<file path="config.mk">
export PLATFORM = sky130hd
export DESIGN_NAME = msg_seq
export DESIGN_NICKNAME = d
export VERILOG_FILES = /design/src/rtl/msg_pkg.sv /design/src/rtl/msg_rom.sv /design/src/rtl/msg_seq.sv
export SDC_FILE = /design/constraint.sdc
export NUM_CORES = 1
export LEC_CHECK = 0
export CAP_MARGIN = 25
export CELL_PAD_IN_SITES_DETAIL_PLACEMENT = 1
export CELL_PAD_IN_SITES_GLOBAL_PLACEMENT = 1
export CORE_MARGIN = 2
export CORE_UTILIZATION = 40
export DETAILED_ROUTE_END_ITERATION = 6
export PLACE_DENSITY_LB_ADDON = 0.1
export SETUP_SLACK_MARGIN = 0.5
export SLEW_MARGIN = 20
export SYNTH_ARGS = -nofsm -noshare
export SYNTH_HDL_FRONTEND = slang
export SYNTH_SLANG_ARGS = --single-unit
export TNS_END_PERCENT = 5
</file>
<file path="constraint.sdc">
create_clock -name clk -period 3.5 [get_ports clk]
set_input_delay 0.525 -clock clk [delete_from_list [all_inputs] [get_ports clk]]
set_output_delay 0.525 -clock clk [all_outputs]
set_load 0.05 [all_outputs]
</file>
<file path="src/rtl/msg_pkg.sv">
// msg_pkg: message text, lengths and FSM state shared by msg_seq and msg_rom.
// Defining MSG_SEQ_NEWLINE_EN appends a 0x0A after the final message character.
package msg_pkg;
    localparam int unsigned MSG_LEN = 14;
    localparam logic [8*MSG_LEN-1:0] MSG_TEXT = "Hello There !!";
    localparam logic [7:0] NEWLINE_CH = 8'h0A;
`ifdef MSG_SEQ_NEWLINE_EN
    localparam int unsigned MSG_TOTAL = MSG_LEN + 1;
`else
    localparam int unsigned MSG_TOTAL = MSG_LEN;
`endif
    localparam int unsigned IDX_W = 4;
    typedef enum logic {ST_WAIT = 1'b0, ST_SEND = 1'b1} state_e;
endpackage

</file>
<file path="src/rtl/msg_rom.sv">
// msg_rom: combinational character-index to ASCII lookup for the fixed message.
// MSG_SEQ_NEWLINE_EN places a newline in the slot after the last message character.
module msg_rom
    import msg_pkg::*;
(
    input  logic [IDX_W-1:0] idx_i,
    output logic [7:0]       char_o
);
`ifdef MSG_SEQ_NEWLINE_EN
    localparam logic [7:0] TAIL_CH = NEWLINE_CH;
`else
    localparam logic [7:0] TAIL_CH = 8'h00;
`endif
    // Index 0 sits in the top byte; indices past the message read 0x00.
    localparam logic [127:0] ROM_BYTES = {MSG_TEXT, TAIL_CH, 8'h00};
    assign char_o = ROM_BYTES[{4'd15 - idx_i, 3'b000} +: 8];
endmodule

</file>
<file path="src/rtl/msg_seq.sv">
// msg_seq: periodically streams a fixed message over a valid/ready character interface.
// Build with MSG_SEQ_NEWLINE_EN defined to terminate each message with 0x0A.
module msg_seq
    import msg_pkg::*;
#(
    parameter int unsigned PERIOD = 16,
    parameter int unsigned CNT_W  = 16
) (
    input  logic             clk,
    input  logic             rst_n,
    input  logic             enable,
    output logic [7:0]       char_data,
    output logic             char_valid,
    input  logic             char_ready,
    output logic             msg_start,
    output logic             msg_done,
    output logic             busy,
    output logic [CNT_W-1:0] msg_count
);
    localparam logic [15:0]      LAST_CNT = 16'(PERIOD - 1);
    localparam logic [IDX_W-1:0] LAST_IDX = IDX_W'(MSG_TOTAL - 1);

    state_e           state_q;
    logic [15:0]      cnt_q;
    logic [IDX_W-1:0] idx_q;
    logic [IDX_W-1:0] rom_idx;
    logic [7:0]       char_data_q;
    logic [7:0]       rom_char;
    logic             char_valid_q;
    logic             msg_start_q;
    logic             msg_done_q;
    logic             busy_q;
    logic [CNT_W-1:0] msg_count_q;
    logic             go;
    logic             hs;

    assign go = (state_q == ST_WAIT) && (cnt_q == LAST_CNT) && enable;
    assign hs = char_valid_q && char_ready;
    // The ROM is addressed with the character that will be registered on the next edge.
    assign rom_idx = go ? '0 : idx_q + 1'b1;

    msg_rom u_rom (
        .idx_i  (rom_idx),
        .char_o (rom_char)
    );

    always_ff @(posedge clk or negedge rst_n) begin
        if (!rst_n) begin
            state_q      <= ST_WAIT;
            cnt_q        <= '0;
            idx_q        <= '0;
            char_data_q  <= 8'h00;
            char_valid_q <= 1'b0;
            msg_start_q  <= 1'b0;
            msg_done_q   <= 1'b0;
            busy_q       <= 1'b0;
            msg_count_q  <= '0;
        end else begin
            msg_start_q <= 1'b0;
            msg_done_q  <= 1'b0;
            if (state_q == ST_WAIT) begin
                if (go) begin
                    state_q      <= ST_SEND;
                    idx_q        <= '0;
                    char_data_q  <= rom_char;
                    char_valid_q <= 1'b1;
                    msg_start_q  <= 1'b1;
                    busy_q       <= 1'b1;
                end else if (cnt_q != LAST_CNT) begin
                    cnt_q <= cnt_q + 1'b1;
                end
            end else if (hs) begin
                if (idx_q == LAST_IDX) begin
                    state_q      <= ST_WAIT;
                    cnt_q        <= '0;
                    idx_q        <= '0;
                    char_data_q  <= 8'h00;
                    char_valid_q <= 1'b0;
                    busy_q       <= 1'b0;
                    msg_done_q   <= 1'b1;
                    msg_count_q  <= msg_count_q + 1'b1;
                end else begin
                    idx_q       <= idx_q + 1'b1;
                    char_data_q <= rom_char;
                end
            end
        end
    end

    assign char_data  = char_data_q;
    assign char_valid = char_valid_q;
    assign msg_start  = msg_start_q;
    assign msg_done   = msg_done_q;
    assign busy       = busy_q;
    assign msg_count  = msg_count_q;
endmodule

</file>
# Word-level counts from Yosys, hierarchy flattened
# Cells that the tools add are included.
dict set report totals {
  regBits 48
  ramBits 0
  n_memories 0
  latchBits 0
  inputBits 4
  output_inout_bits 28
  wordCells 55
  rom_bits 0
}
dict set report classes {
  n_shift 1
  bitwise 1
  n_mux 26
  n_lt_le_gt_ge 0
  multipliers 0
  eq_ne 6
  n_reduce_logical 9
  add_sub_neg 4
  n_div 0
}
# op count
set ops {}
lappend ops {{128-bit by 8-bit indexed part select with 8-bit output, first input constant} 1}
lappend ops {{16-bit two-way mux} 5}
lappend ops {{16-bit by 1-bit adder with 16-bit output, second input constant} 2}
lappend ops {{8-bit two-way mux} 4}
lappend ops {{4-bit two-way mux} 5}
lappend ops {{16-bit by 4-bit equality test with 1-bit output, second input constant} 1}
lappend ops {{16-bit by 4-bit != test with 1-bit output, second input constant} 1}
lappend ops {{1-bit two-way mux} 12}
lappend ops {{3-bit AND reduction} 2}
lappend ops {{4-bit by 1-bit adder with 4-bit output, second input constant} 1}
lappend ops {{4-bit equality test, second input constant} 1}
lappend ops {{2-bit by 1-bit != test with 1-bit output, second input constant} 2}
lappend ops {{4-bit AND reduction} 1}
lappend ops {{2-bit nonzero test} 2}
lappend ops {{4-bit subtractor, first input constant} 1}
lappend ops {{1-bit logical AND} 3}
lappend ops {{2-bit != test, second input constant} 1}
lappend ops {{2-bit AND reduction} 1}
lappend ops {{1-bit inverter} 1}

# Depth between registers and ports, before layout
dict set report depth {
  word_depth 9
  mapped_depth 12
  depth_no_buf 11
}

# By module
# Synthesis repeated with hierarchy kept, for this count alone.
dict set report unflattened {
  cells_unflattened 252
  area_unflattened_um2 2672.6
}
# module area_per_inst_um2 seq_area_each_um2 n_inst cells_per_inst
set modules_own_cells {}
lappend modules_own_cells {msg_seq 2426.1 1201.2 1 224}
lappend modules_own_cells {msg_rom 246.5 0.0 1 28}

# Least setup slack after synthesis
# OpenSTA, ideal clock, no wires.
dict set report synth_path {
  path_kind {register to register}
  startpoint {register cnt_q[0]}
  endpoint {register char_data_q[6] (netlist: char_data[6])}
  slack_ns 1.087
  stages_incl_launch_ff 13
  required_time_ns 3.376
  period_less_slack_ns 2.413
  setup_time_ns 0.124
  t_arrival_ns 2.289
  n_path_buf 1
  path_cell_list {dfrtp_1 ha_1 and3_2 clkbuf_4 and4_4 nand3_1 nand2b_1 inv_1 ha_1 nor2b_1 o32ai_1 a221oi_1 a211o_1}
}
dict set report synth_between {
  elab_chain_cells 9
  word_cells_on_any_way 12
  classes_between {add/sub (1); eq/ne (1); shift (1); mux (5); reduce/logical (4)}
}
# element line
set synth_lines {}
lappend synth_lines {{from (decl)} msg_seq.sv:24} ;# logic [15:0] cnt_q;
lappend synth_lines {{from (signal assigned)} msg_seq.sv:70} ;# cnt_q <= cnt_q + 1'b1;
lappend synth_lines {{16-bit by 4-bit equality test with 1-bit output (*)} msg_seq.sv:37} ;# assign go = (state_q == ST_WAIT) && (cnt_q == LAST_CNT) && enable;
lappend synth_lines {{1-bit logical AND (*) (2 in a row)} msg_seq.sv:37}
lappend synth_lines {{4-bit two-way mux} msg_seq.sv:40} ;# assign rom_idx = go ? '0 : idx_q + 1'b1;
lappend synth_lines {{4-bit subtractor} msg_rom.sv:16} ;# assign char_o = ROM_BYTES[{4'd15 - idx_i, 3'b000} +: 8];
lappend synth_lines {{128-bit by 8-bit indexed part select with 8-bit output} msg_rom.sv:16}
lappend synth_lines {{8-bit two-way mux} msg_seq.sv:73} ;# if (idx_q == LAST_IDX) begin
lappend synth_lines {{8-bit two-way mux} msg_seq.sv:72} ;# end else if (hs) begin
lappend synth_lines {{8-bit two-way mux} msg_seq.sv:61} ;# if (state_q == ST_WAIT) begin
lappend synth_lines {{to (signal assigned)} msg_seq.sv:65} ;# char_data_q <= rom_char;
lappend synth_lines {{to (signal assigned)} msg_seq.sv:84} ;# char_data_q <= rom_char;
lappend synth_lines {{to (decl)} msg_seq.sv:27} ;# logic [7:0] char_data_q;
# Mark *: on every way between the ends. The rest lies on a longest branch, timed or not. The select of a mux whose other input is x is not followed.
# A chain may end at the register's enable or synchronous reset.

# Worst setup path in the final report
# Ends and elaborated chain as after synthesis.

==> metrics.sh <==
PATH_MAX_FANOUT=8
N_ANTENNA_CELL=0
NUMBER_OF_ANTENNA_VIOLATIONS_AT_THE_FIRST_CHECK_IN_GLOBAL_ROUTING=0
P_LEAK_nW=1.53
DIE_AREA_UM2=7490
WORST_SLACK_NS=0.861
REPORT.FINAL.HOLD_VIOL_COUNT=0
ENDPOINT_KIND='flip-flop'
IO_BUFFER_COUNT=30
FINISH.NET_COUNT=320
POST-ROUTE-PERIOD-UTIL_PCT=75.4
SEQUENTIAL_FRACTION_OF_THE_SYNTHESIS_AREA_PCT=43.1
SLEW_HEADROOM_PCT=60.6
MAXCAPVIOLCOUNT=0
CTS.REPORTEDPATHS.CLKPINSLEW_NS=0.09
MAX_FREQ_MHz=379
CTS-ROOT-BUF='sky130_fd_sc_hd__clkbuf_8'
GRT_PASS1_WL_UM=10400
N_FILL_CELL=771
H-TREE-DEPTH=2
VIA_COUNT_OF_THE_FIRST_GLOBAL_ROUTING_PASS=2112
SEQUENTIAL_CELL_AREA_UM2=1180
CLOCK-SKEW-FINAL_NS=0.0117
GRT_SETUP_UNREPAIRED='no'
TRITONCTS_CLOCK_TREE='yes'
INITIAL_CORE_UTIL_PCT=40.8
SETUP_CRIT_START_KIND='flip-flop'
HOLD_BUFFERS=0
POST_DRT_WL_PER_CELL_UM=15.9
SETUP_VIOL=0
OUTCOME='completed'
FINAL_DESIGN_AREA_NO_FILL_UM2=3180
CTS-BUFFERS-INSERTED=5
POSTSYNTHREGISTERBITS=47
WORST-R2R-CELL-COUNT=11
DIE-WIDTH_UM=86.6
SYNTH_ENABLE_FLOP_CELLS=0
LAYOUT.CELLS.MOST_COMMON='sky130_fd_sc_hd__dfrtp_1'
DP.FINAL_HPWL_UM=4590
DETAILROUTE.VIA_COUNT=2110
NUM_IO_PINS=32
TIMING.SETUP.CRITICAL_PATH_CLASS='flip-flop to flip-flop'
ROUTABILITYCONGESTION=0.757
SYN_AVG_CELL_AREA_UM2=9.88
FP.COREAREA_UM2=6680
FINAL_SETUP_TNS_NS=0
GRT-OVFL-TOTAL=0
DRT_PRE_ANTENNA_ITERS=5
POSTSYNTHNETCOUNT=291
GRT_MAX_DEGREE=26
POSTSYNTH.ASYNCRESETSHARE_PCT=100
TIGHTEST_SLEW_NS=0.590
POWER-PER-CELL-AREA_nW_PER_UM2=301
DIE_Y_UM=86.6
VIAS_PER_CELL=5.48
CLK_PATH_BUF_DEPTH=2
ROUTE.FINAL.WIRE_LENGTH_UM=6110
PLACEDCELLCOUNT=378
ROW_COUNT=30
HOLD_WS_NS=0.209
POST-SYNTH-TOP-AREA-CELL='sky130_fd_sc_hd__dfrtp_1'
SYNTHESIS.YOSYS.WARNINGS=0
LAYOUT.CELLS.NON_FILLER=385
REGTOREGSETUPSLACK_NS=0.86
CTSRESIZECOUNT=0
FIN_TOTAL_PWR_mW=0.957
DETAILEDPLACE.WORSTSLACK_NS=0.774
WORSTSKEWPAIRLATENCY_NS=0.30
LARGEST_CELLS_BY_AREA_AFTER_SYNTHESIS='sky130_fd_sc_hd__dfrtp_1 43%, sky130_fd_sc_hd__xor2_1 7.4%, sky130_fd_sc_hd__ha_1 5.0%'
SYNTH_LARGEST_TYPE_AREA_FRACTION_PCT=43.1
VDD_DROP_MAX_uV=234
MULTI_INPUT_COMB_AREA_UM2=1440
SYN_INST=276
R2R-END='char_data[6]$_DFFE_PN0P_'
INITIALDRTVIOLATIONCOUNT=70
PLACEDINSTANCEAREA_UM2=3080
MAXSLEWVIOLCOUNT=0
POST_CTS.REPAIR.SETUP_BUFFERS=0
FINAL_CORE_UTILIZATION_PCT=47.6
YS_TYPES=54
LAYOUT-AREA-OVERHEAD-VS-SYNTH_PCT=16.7
DRCVIOLATIONCOUNT=0
WORST_R2R_STARTPOINT='cnt_q[0]$_DFFE_PN0P_'
MOST-COMMON-LAYOUT-CELLS='47 x sky130_fd_sc_hd__dfrtp_1, 32 x sky130_fd_sc_hd__nor2_1, 29 x sky130_fd_sc_hd__nand2_1, 29 x sky130_fd_sc_hd__clkdlybuf4s50_1, 23 x sky130_fd_sc_hd__xor2_1'
POST_SYNTH_INSTANCE_AREA_UM2=2730
CRIT_ARRIVAL_NS=2.84
PERIOD_NEEDED_NS=2.64
YOSYS_MOST_USED_DFF='sky130_fd_sc_hd__dfrtp_1'
CTS.SINK_COUNT=47
DRIVE_GT1_SHARE_PCT=9.84
HOLD_PATH_CLASS='input port to async pin'
GLOBALROUTETOTALUTIL_PCT=17.8
TIMING.CRITICAL_PATH.REQUIRED_NS=3.70
ANTENNA_VIOLATING_NETS_LEFT=0
## logic make-up (layout without fill, tap and decap cells)
logic type	after synthesis	after routing	share of synthesized area, %
XOR/XNOR	31	31	9.96
buffers and inverters	22	51	4.04
multiplexers	4	4	1.61
AO/OA/AOI/OAI	42	42	11.7
adder cells (fa/ha/maj)	11	11	5.05
other	1	1	0.138
flip-flops	47	47	43.1
AND/OR/NAND/NOR	118	118	24.3
## sequential cells by signal, indices dropped and copies added, names as in the netlist
name and count:
busy 1, char_data 7, cnt_q 16, idx_q 4, msg_count 16, msg_done 1, msg_start 1, state_q 1
## per-layer routing
metal | wire (µm) | global-route usage, %
met4 | 59 | 4.40
met5 | 0 | 0
met3 | 184 | 3.62
met2 | 2950 | 29.0
met1 | 2920 | 24.3
## worst max path at each step
stage                              start                  endpoint  slack, ns  depth (start not counted)
floorplan           cnt_q[0]$_DFFE_PN0P_  char_data[6]$_DFFE_PN0P_       1.09                         12
global placement                  enable  char_data[6]$_DFFE_PN0P_       0.86                         10
detailed placement                enable  char_data[6]$_DFFE_PN0P_       0.77                         10
CTS                 cnt_q[8]$_DFFE_PN0P_  char_data[6]$_DFFE_PN0P_       0.85                         10
global route        cnt_q[8]$_DFFE_PN0P_  char_data[6]$_DFFE_PN0P_       0.62                         10
finish              cnt_q[0]$_DFFE_PN0P_  char_data[6]$_DFFE_PN0P_       0.86                         11
## cells in the mapped netlist (3+ instances only)
master / n
sky130_fd_sc_hd__dfrtp_1: 47
sky130_fd_sc_hd__nor2_1: 32
sky130_fd_sc_hd__nand2_1: 29
sky130_fd_sc_hd__xor2_1: 23
sky130_fd_sc_hd__nand3_1: 12
sky130_fd_sc_hd__ha_1: 11
sky130_fd_sc_hd__inv_1: 11
sky130_fd_sc_hd__o21ai_0: 8
sky130_fd_sc_hd__xnor2_1: 8
sky130_fd_sc_hd__nand4_1: 7
sky130_fd_sc_hd__nor3_1: 7
sky130_fd_sc_hd__and3_1: 6
sky130_fd_sc_hd__o31ai_1: 6
sky130_fd_sc_hd__o211ai_1: 5
sky130_fd_sc_hd__a21oi_1: 4
sky130_fd_sc_hd__buf_2: 4
sky130_fd_sc_hd__nor2b_1: 4
sky130_fd_sc_hd__a221oi_1: 3
sky130_fd_sc_hd__buf_4: 3
sky130_fd_sc_hd__mux2_2: 3
## where the power goes
part / switching, mW / internal, mW
combinational: 0.0152 / 0.00333
sequential: 0 / 0.542
clock: 0.187 / 0.209
total: 0.203 / 0.755
## critical path, stage by stage, from the launching register on
cell and delay, ns:
sky130_fd_sc_hd__dfrtp_1 0.42, sky130_fd_sc_hd__ha_1 0.22, sky130_fd_sc_hd__and3_2 0.24, sky130_fd_sc_hd__and4_4 0.22
sky130_fd_sc_hd__nand3_1 0.19, sky130_fd_sc_hd__nand2b_1 0.18, sky130_fd_sc_hd__inv_1 0.14, sky130_fd_sc_hd__ha_1 0.21
sky130_fd_sc_hd__nor2b_1 0.06, sky130_fd_sc_hd__o32ai_1 0.23, sky130_fd_sc_hd__a221oi_1 0.13, sky130_fd_sc_hd__a211o_1 0.30
## cell type report
| class | count | share of cell area, % |
|---|---|---|
| well taps | 80 | 3.15 |
| multi-input cells | 207 | 45.3 |
| clock buffers | 5 | 2.16 |
| clock inverters | 2 | 1.18 |
| repair buffers | 33 | 9.99 |
| inverters | 11 | 1.30 |
| flip-flops and latches | 47 | 37.0 |
(Power assumes the default switching activity.)
